==> config.mk <==
export PLATFORM = sky130hd
export DESIGN_NAME = alu_button_core
export DESIGN_NICKNAME = d
export VERILOG_FILES = /design/src/rtl/alu_button_core.sv
export SDC_FILE = /design/constraint.sdc
export NUM_CORES = 1
export LEC_CHECK = 0
export CORE_MARGIN = 5
export CORE_UTILIZATION = 58
export CTS_BUF_LIST = sky130_fd_sc_hd__clkbuf_8
export DETAILED_ROUTE_END_ITERATION = 6
export PLACE_DENSITY = 0.79
export SYNTH_ARGS = -nofsm -noshare
export SYNTH_HDL_FRONTEND = slang
export SYNTH_SLANG_ARGS = --single-unit
==> constraint.sdc <==
create_clock -name CLK -period 7.8 [get_ports CLK]
set_clock_uncertainty 0.15 [all_clocks]
set_input_delay 1.56 -clock CLK [delete_from_list [all_inputs] [get_ports CLK]]
set_output_delay 1.56 -clock CLK [all_outputs]
set_load 0.05 [all_outputs]
==> src/rtl/alu_button_core.sv <==
// Debounced switch/button front end with a registered ALU driving LEDS/STATUS.
// Define ALU_ACC_EN to enable BUTTONS[3] as an accumulate (A <= LEDS) button.
module alu_button_core #(
  parameter int unsigned DATA_W          = 8,
  parameter int unsigned SIZEOP          = 6,
  parameter int unsigned DEBOUNCE_CYCLES = 4
) (
  input  logic              CLK,
  input  logic              RESET,
  input  logic [DATA_W-1:0] SWITCHES,
  input  logic [3:0]        BUTTONS,
  output logic [DATA_W-1:0] LEDS,
  output logic [2:0]        STATUS
);

`ifdef ALU_ACC_EN
  localparam int unsigned NBTN = 4;
`else
  localparam int unsigned NBTN = 3;
  logic acc_unused;
  assign acc_unused = BUTTONS[3];
`endif

  localparam int unsigned CNT_W = $clog2(DEBOUNCE_CYCLES + 1);
  localparam logic [CNT_W-1:0] CNT_MAX = CNT_W'(DEBOUNCE_CYCLES);
  localparam int unsigned MSB = DATA_W - 1;

  localparam logic [SIZEOP-1:0] OP_ADD = SIZEOP'(6'b100000);
  localparam logic [SIZEOP-1:0] OP_SUB = SIZEOP'(6'b100010);
  localparam logic [SIZEOP-1:0] OP_AND = SIZEOP'(6'b100100);
  localparam logic [SIZEOP-1:0] OP_OR  = SIZEOP'(6'b100101);
  localparam logic [SIZEOP-1:0] OP_XOR = SIZEOP'(6'b100110);
  localparam logic [SIZEOP-1:0] OP_NOR = SIZEOP'(6'b100111);
  localparam logic [SIZEOP-1:0] OP_SRL = SIZEOP'(6'b000010);
  localparam logic [SIZEOP-1:0] OP_SRA = SIZEOP'(6'b000011);

  typedef enum logic [1:0] {ST_IDLE, ST_ARM_HIGH, ST_HELD, ST_ARM_LOW} db_state_e;

  logic [NBTN-1:0]   sync1;
  logic [NBTN-1:0]   sync2;
  logic [NBTN-1:0]   press;
  logic [DATA_W-1:0] reg_a;
  logic [DATA_W-1:0] reg_b;
  logic [SIZEOP-1:0] reg_op;
  logic [DATA_W-1:0] result_c;
  logic              ovf_c;
  logic              err_c;
  logic              big_shift_c;

  // Two-flop synchronisers for the raw buttons
  always_ff @(posedge CLK) begin
    if (RESET) begin
      sync1 <= '0;
      sync2 <= '0;
    end else begin
      sync1 <= BUTTONS[NBTN-1:0];
      sync2 <= sync1;
    end
  end

  for (genvar i = 0; i < NBTN; i++) begin : g_db
    db_state_e        state;
    db_state_e        state_next;
    logic [CNT_W-1:0] cnt;
    logic [CNT_W-1:0] cnt_next;
    logic             pulse_c;

    always_ff @(posedge CLK) begin
      if (RESET) begin
        state <= ST_IDLE;
        cnt   <= '0;
      end else begin
        state <= state_next;
        cnt   <= cnt_next;
      end
    end

    // cnt holds the number of consecutive qualifying samples seen so far
    always_comb begin
      state_next = state;
      cnt_next   = cnt;
      case (state)
        ST_IDLE: begin
          if (sync2[i]) begin
            state_next = ST_ARM_HIGH;
            cnt_next   = CNT_W'(1);
          end
        end
        ST_ARM_HIGH: begin
          if (cnt == CNT_MAX) begin
            state_next = ST_HELD;
            cnt_next   = '0;
          end else if (!sync2[i]) begin
            state_next = ST_IDLE;
            cnt_next   = '0;
          end else begin
            cnt_next = cnt + CNT_W'(1);
          end
        end
        ST_HELD: begin
          if (!sync2[i]) begin
            state_next = ST_ARM_LOW;
            cnt_next   = CNT_W'(1);
          end
        end
        ST_ARM_LOW: begin
          if (cnt == CNT_MAX) begin
            state_next = ST_IDLE;
            cnt_next   = '0;
          end else if (sync2[i]) begin
            state_next = ST_HELD;
            cnt_next   = '0;
          end else begin
            cnt_next = cnt + CNT_W'(1);
          end
        end
        default: begin
          state_next = ST_IDLE;
          cnt_next   = '0;
        end
      endcase
    end

    always_comb begin
      pulse_c = 1'b0;
      if (state == ST_ARM_HIGH && cnt == CNT_MAX) pulse_c = 1'b1;
    end

    assign press[i] = pulse_c;
  end

  // Operand/opcode registers; accumulate beats load-A when both pulse
  always_ff @(posedge CLK) begin
    if (RESET) begin
      reg_a  <= '0;
      reg_b  <= '0;
      reg_op <= OP_ADD;
    end else begin
`ifdef ALU_ACC_EN
      if (press[3])      reg_a <= LEDS;
      else if (press[0]) reg_a <= SWITCHES;
`else
      if (press[0]) reg_a <= SWITCHES;
`endif
      if (press[1]) reg_b  <= SWITCHES;
      if (press[2]) reg_op <= SWITCHES[SIZEOP-1:0];
    end
  end

  assign big_shift_c = (reg_b >= DATA_W'(DATA_W));

  always_comb begin
    result_c = '0;
    ovf_c    = 1'b0;
    err_c    = 1'b0;
    case (reg_op)
      OP_ADD: begin
        result_c = reg_a + reg_b;
        ovf_c    = (reg_a[MSB] == reg_b[MSB]) && (result_c[MSB] != reg_a[MSB]);
      end
      OP_SUB: begin
        result_c = reg_a - reg_b;
        ovf_c    = (reg_a[MSB] != reg_b[MSB]) && (result_c[MSB] != reg_a[MSB]);
      end
      OP_AND: result_c = reg_a & reg_b;
      OP_OR:  result_c = reg_a | reg_b;
      OP_XOR: result_c = reg_a ^ reg_b;
      OP_NOR: result_c = ~(reg_a | reg_b);
      OP_SRL: result_c = big_shift_c ? '0 : (reg_a >> reg_b);
      OP_SRA: result_c = big_shift_c ? {DATA_W{reg_a[MSB]}}
                                     : DATA_W'($signed(reg_a) >>> reg_b);
      default: err_c = 1'b1;
    endcase
  end

  always_ff @(posedge CLK) begin
    if (RESET) begin
      LEDS   <= '0;
      STATUS <= 3'b001;
    end else begin
      LEDS   <= result_c;
      STATUS <= {err_c, ovf_c, (result_c == '0)};
    end
  end

endmodule

==> results.sh <==
export IMPL_status="complete, no violations"
export IMPL_drt_wl_total_um=8330
export IMPL_tns_ns=0
export IMPL_relSlewSlack_pct=55.6
export IMPL_wire_per_inst_um=15.3
export IMPL_cts_root_buf="clkbuf_8"
export IMPL_cts_tree="done"
export IMPL_cts_hold_buffers_added=0
export IMPL_crit_path_end="STATUS[0]"
export IMPL_grt_overflow=0
export IMPL_reg2reg_to="STATUS[0]"
export IMPL_post_place_ws_ns=4.48
export IMPL_tightest_slew_ns=0.665
export IMPL_cp_slowest_cell="dfxtp_1"
export IMPL_final_layout_size_suffix_gt1_share_pct=6.18
export IMPL_drt_iter0_markers=326
export IMPL_vdd_drop_max_uv=126
export IMPL_design_area_um2=4010
export IMPL_postSynth_asyncResetShare_pct=0
export IMPL_yosysWarnings=0
export IMPL_dp_hpwl_um=6350
export IMPL_final_period_utilization_pct=43.1
export IMPL_drc=0
export IMPL_leakage_nw=1.48
export IMPL_core_area_um2=6030
export IMPL_worstPathCellList="clkinv_1 -> fa_1 -> nor3b_1 -> o31ai_1 -> a311oi_1 -> xor2_1 -> o21ai_0 -> nor4_2 -> a31o_1"
export IMPL_syn_area_per_cell_um2=7.97
export IMPL_grt_pass1_vias=2952
export IMPL_cts_setup_buffers=0
export IMPL_htreeDepth=2
export IMPL_gp_congestion=1.02
export IMPL_power_density_nw_per_um2=123
export IMPL_placed_area_um2=3890
export IMPL_crit_type="flop to flop"
export IMPL_dieWidth_um=89.3
export IMPL_crit_required_ns=7.85
export IMPL_start_kind="flop"
export IMPL_finalPower_mw=0.493
export IMPL_grt_pass1_wl_um=14300
export IMPL_grt_util_met1_pct=32.8
export IMPL_drt_first_pass_iters=5
export IMPL_r2r_slack_ns=4.44
export IMPL_crit_start="reg_b[1]"
export IMPL_synth_area_leaders="dfxtp_1, ha_1, nand2_1"
export IMPL_cp_max_fo=15
export IMPL_ys_seq_area_share_pct=29.7
export IMPL_grt_max_degree=47
export IMPL_initial_core_util_pct=60.5
export IMPL_drtAntennaViolNets=0
export IMPL_crit_path_max_incr_delay_ns=0.72
export IMPL_grtUsageTotal_pct=22.8
export IMPL_end_kind="flop"
export IMPL_vias_per_cell=5.94
export IMPL_antenna_found_initial=0
export IMPL_n_fill_cell=530
export IMPL_fmax_mhz=298
export IMPL_cts_sinks=54
export IMPL_worstRegToRegCells=9
export IMPL_grtUsageMet2_pct=35.6
export IMPL_die_h_um=89.3
export IMPL_hold_path_class="flop to flop"
export IMPL_grt_busiest_layer="met2"
export IMPL_syn_inst=457
export IMPL_rsz0062_at_grt="false"
export IMPL_vias=3230
export IMPL_synth_area_um2=3640
export IMPL_yosys_area_top_type_share_pct=29.7
export IMPL_max_cap_violations=0
export IMPL_ff_latch_area_um2=1080
export IMPL_gr_usage_met3_pct=3.32
export IMPL_drv_slew=0
export IMPL_diodes=0
export IMPL_synth_largest_area_cell="dfxtp_1"
export IMPL_design_die_area_um2=7970
export IMPL_finalHoldViolCount=0
export IMPL_r2r_start="reg_b[1]"
export IMPL_area_growth_pct=10.1
export IMPL_path_clk_slew_ns=0.09
export IMPL_synth_ff_type="dfxtp_1"
export IMPL_ys_seq_elements=54
export IMPL_fin_ws_ns=4.44
export IMPL_cts_resized=0
export IMPL_num_io_pins=25
export IMPL_post_synth_num_cell_types=53
export IMPL_syn_nets=505
export IMPL_nets=516
export IMPL_synth_edf_count=0
export IMPL_numCtsBuffers=5
export IMPL_whs_ns=0.304
export IMPL_cp_arrival_ns=3.41
export IMPL_clk_latency_ns=0.31
export IMPL_port_buffers=23
export IMPL_clk_path_buf_depth=2
export IMPL_finalSetupViolations=0
export IMPL_row_count=28
export IMPL_multi_input_area_um2=2360
export IMPL_min_period_ns=3.36
[worst max-delay path: cells and delay by family, from the launching register on]
family / cells / cell delay, ns
DFF: 1 / 0.72
xor gates and xnor gates: 1 / 0.20
AOI/OAI and AO/OA: 4 / 0.91
adders and majority gates: 1 / 0.54
and+or+nand+nor: 2 / 0.26
buffers and inverters: 1 / 0.48
[metrics by stage]
step | instances | utilization (%)
2_1_floorplan | 457 | -
3_3_place_gp | 536 | 64.6
3_5_place_dp | 536 | 64.6
4_1_cts | 544 | 66.6
5_1_grt | 544 | 66.6
6_report | 544 | 66.6
[final cells by class]
type	instances	area share (%)
Timing Repair Buffer	25	6.11
Multi-Input combinational cell	352	58.8
Tap cell	75	2.34
Clock buffer	6	2.06
Inverter	30	2.81
Sequential cell	54	26.9
Clock inverter	2	0.967
[worst min path at each step]
stage / end / slack (ns) / from / cells past startpoint
finish: sync2[1] / 0.30 / sync1[1] / 1
global route: sync2[0] / 0.33 / sync1[0] / 1
CTS: sync2[1] / 0.31 / sync1[1] / 1
detailed placement: sync2[0] / 0.29 / sync1[0] / 1
global placement: sync2[1] / 0.27 / sync1[1] / 1
floorplan: sync2[0] / 0.26 / sync1[0] / 1
[power by group]
part	internal [mW]	switching (mW)
combinational	0.00915	0.0104
sequential	0.278	0.00190
clock	0.106	0.0879
total	0.393	0.100
[routing by layer]
metal	share of wire [%]	wire, µm
met5	0	0
met4	2.1	176
met3	5.7	474
met2	46	3860
met1	46	3820
[sequential cells by signal, indices dropped and copies added, names as in the netlist]
name        cells
reg_b           8
g_db.cnt        9
LEDS            8
sync1           3
g_db.state      6
reg_op          6
sync2           3
STATUS          3
reg_a           8
[cells by family after synthesis]
| family | Yosys count | share of synthesized area [%] |
|---|---|---|
| AO/OA/AOI/OAI | 103 | 17.5 |
| XOR/XNOR | 18 | 4.33 |
| adder cells (fa/ha/maj) | 34 | 12.1 |
| buffers and inverters | 51 | 5.60 |
| flip-flops | 54 | 29.7 |
| multiplexers | 22 | 7.55 |
| AND/OR/NAND/NOR | 175 | 23.2 |
[Yosys cell counts, types with 2 or more instances]
cell type   n
nand4b_1    3
nand3b_1    2
nand3_1    14
nor3b_1     3
a211oi_1    8
o32ai_1     3
nor3_1     11
clkbuf_1   14
a221oi_1    4
buf_2       4
buf_1       2
inv_1      29
or2_2       3
nor2b_1    11
xor2_1      7
nor2_1     35
fa_1        2
mux2i_1    14
o211ai_1    3
o21bai_1    3
mux2_2      4
xnor2_1    11
o221ai_1    2
mux4_2      4
nand2_1    72
dfxtp_1    54
nand4_1     5
or3_1       3
nand2b_1    6
ha_1       32
o21ai_0    14
a21oi_1    50
o22ai_1     3
and3_1      2
o31ai_1     2
[cells in the final DEF (no fill, tap or decap), drive strengths merged, types with 3 or more instances in the layout]
master          n
a211oi          8
a21oi          50
a221oi          4
and3            3
clkbuf          6
clkdlybuf4s50  23
dfxtp          54
ha             32
inv            30
mux2            4
mux2i          14
mux4            4
nand2          72
nand2b          6
nand3          14
nand4           5
nand4b          3
nor2           35
nor2b          11
nor3           12
nor3b           3
o211ai          3
o21ai          14
o21bai          3
o22ai           3
o32ai           3
or2             3
or3             3
xnor2          11
xor2            7
Note: power is estimated with default switching activity, not from simulation.
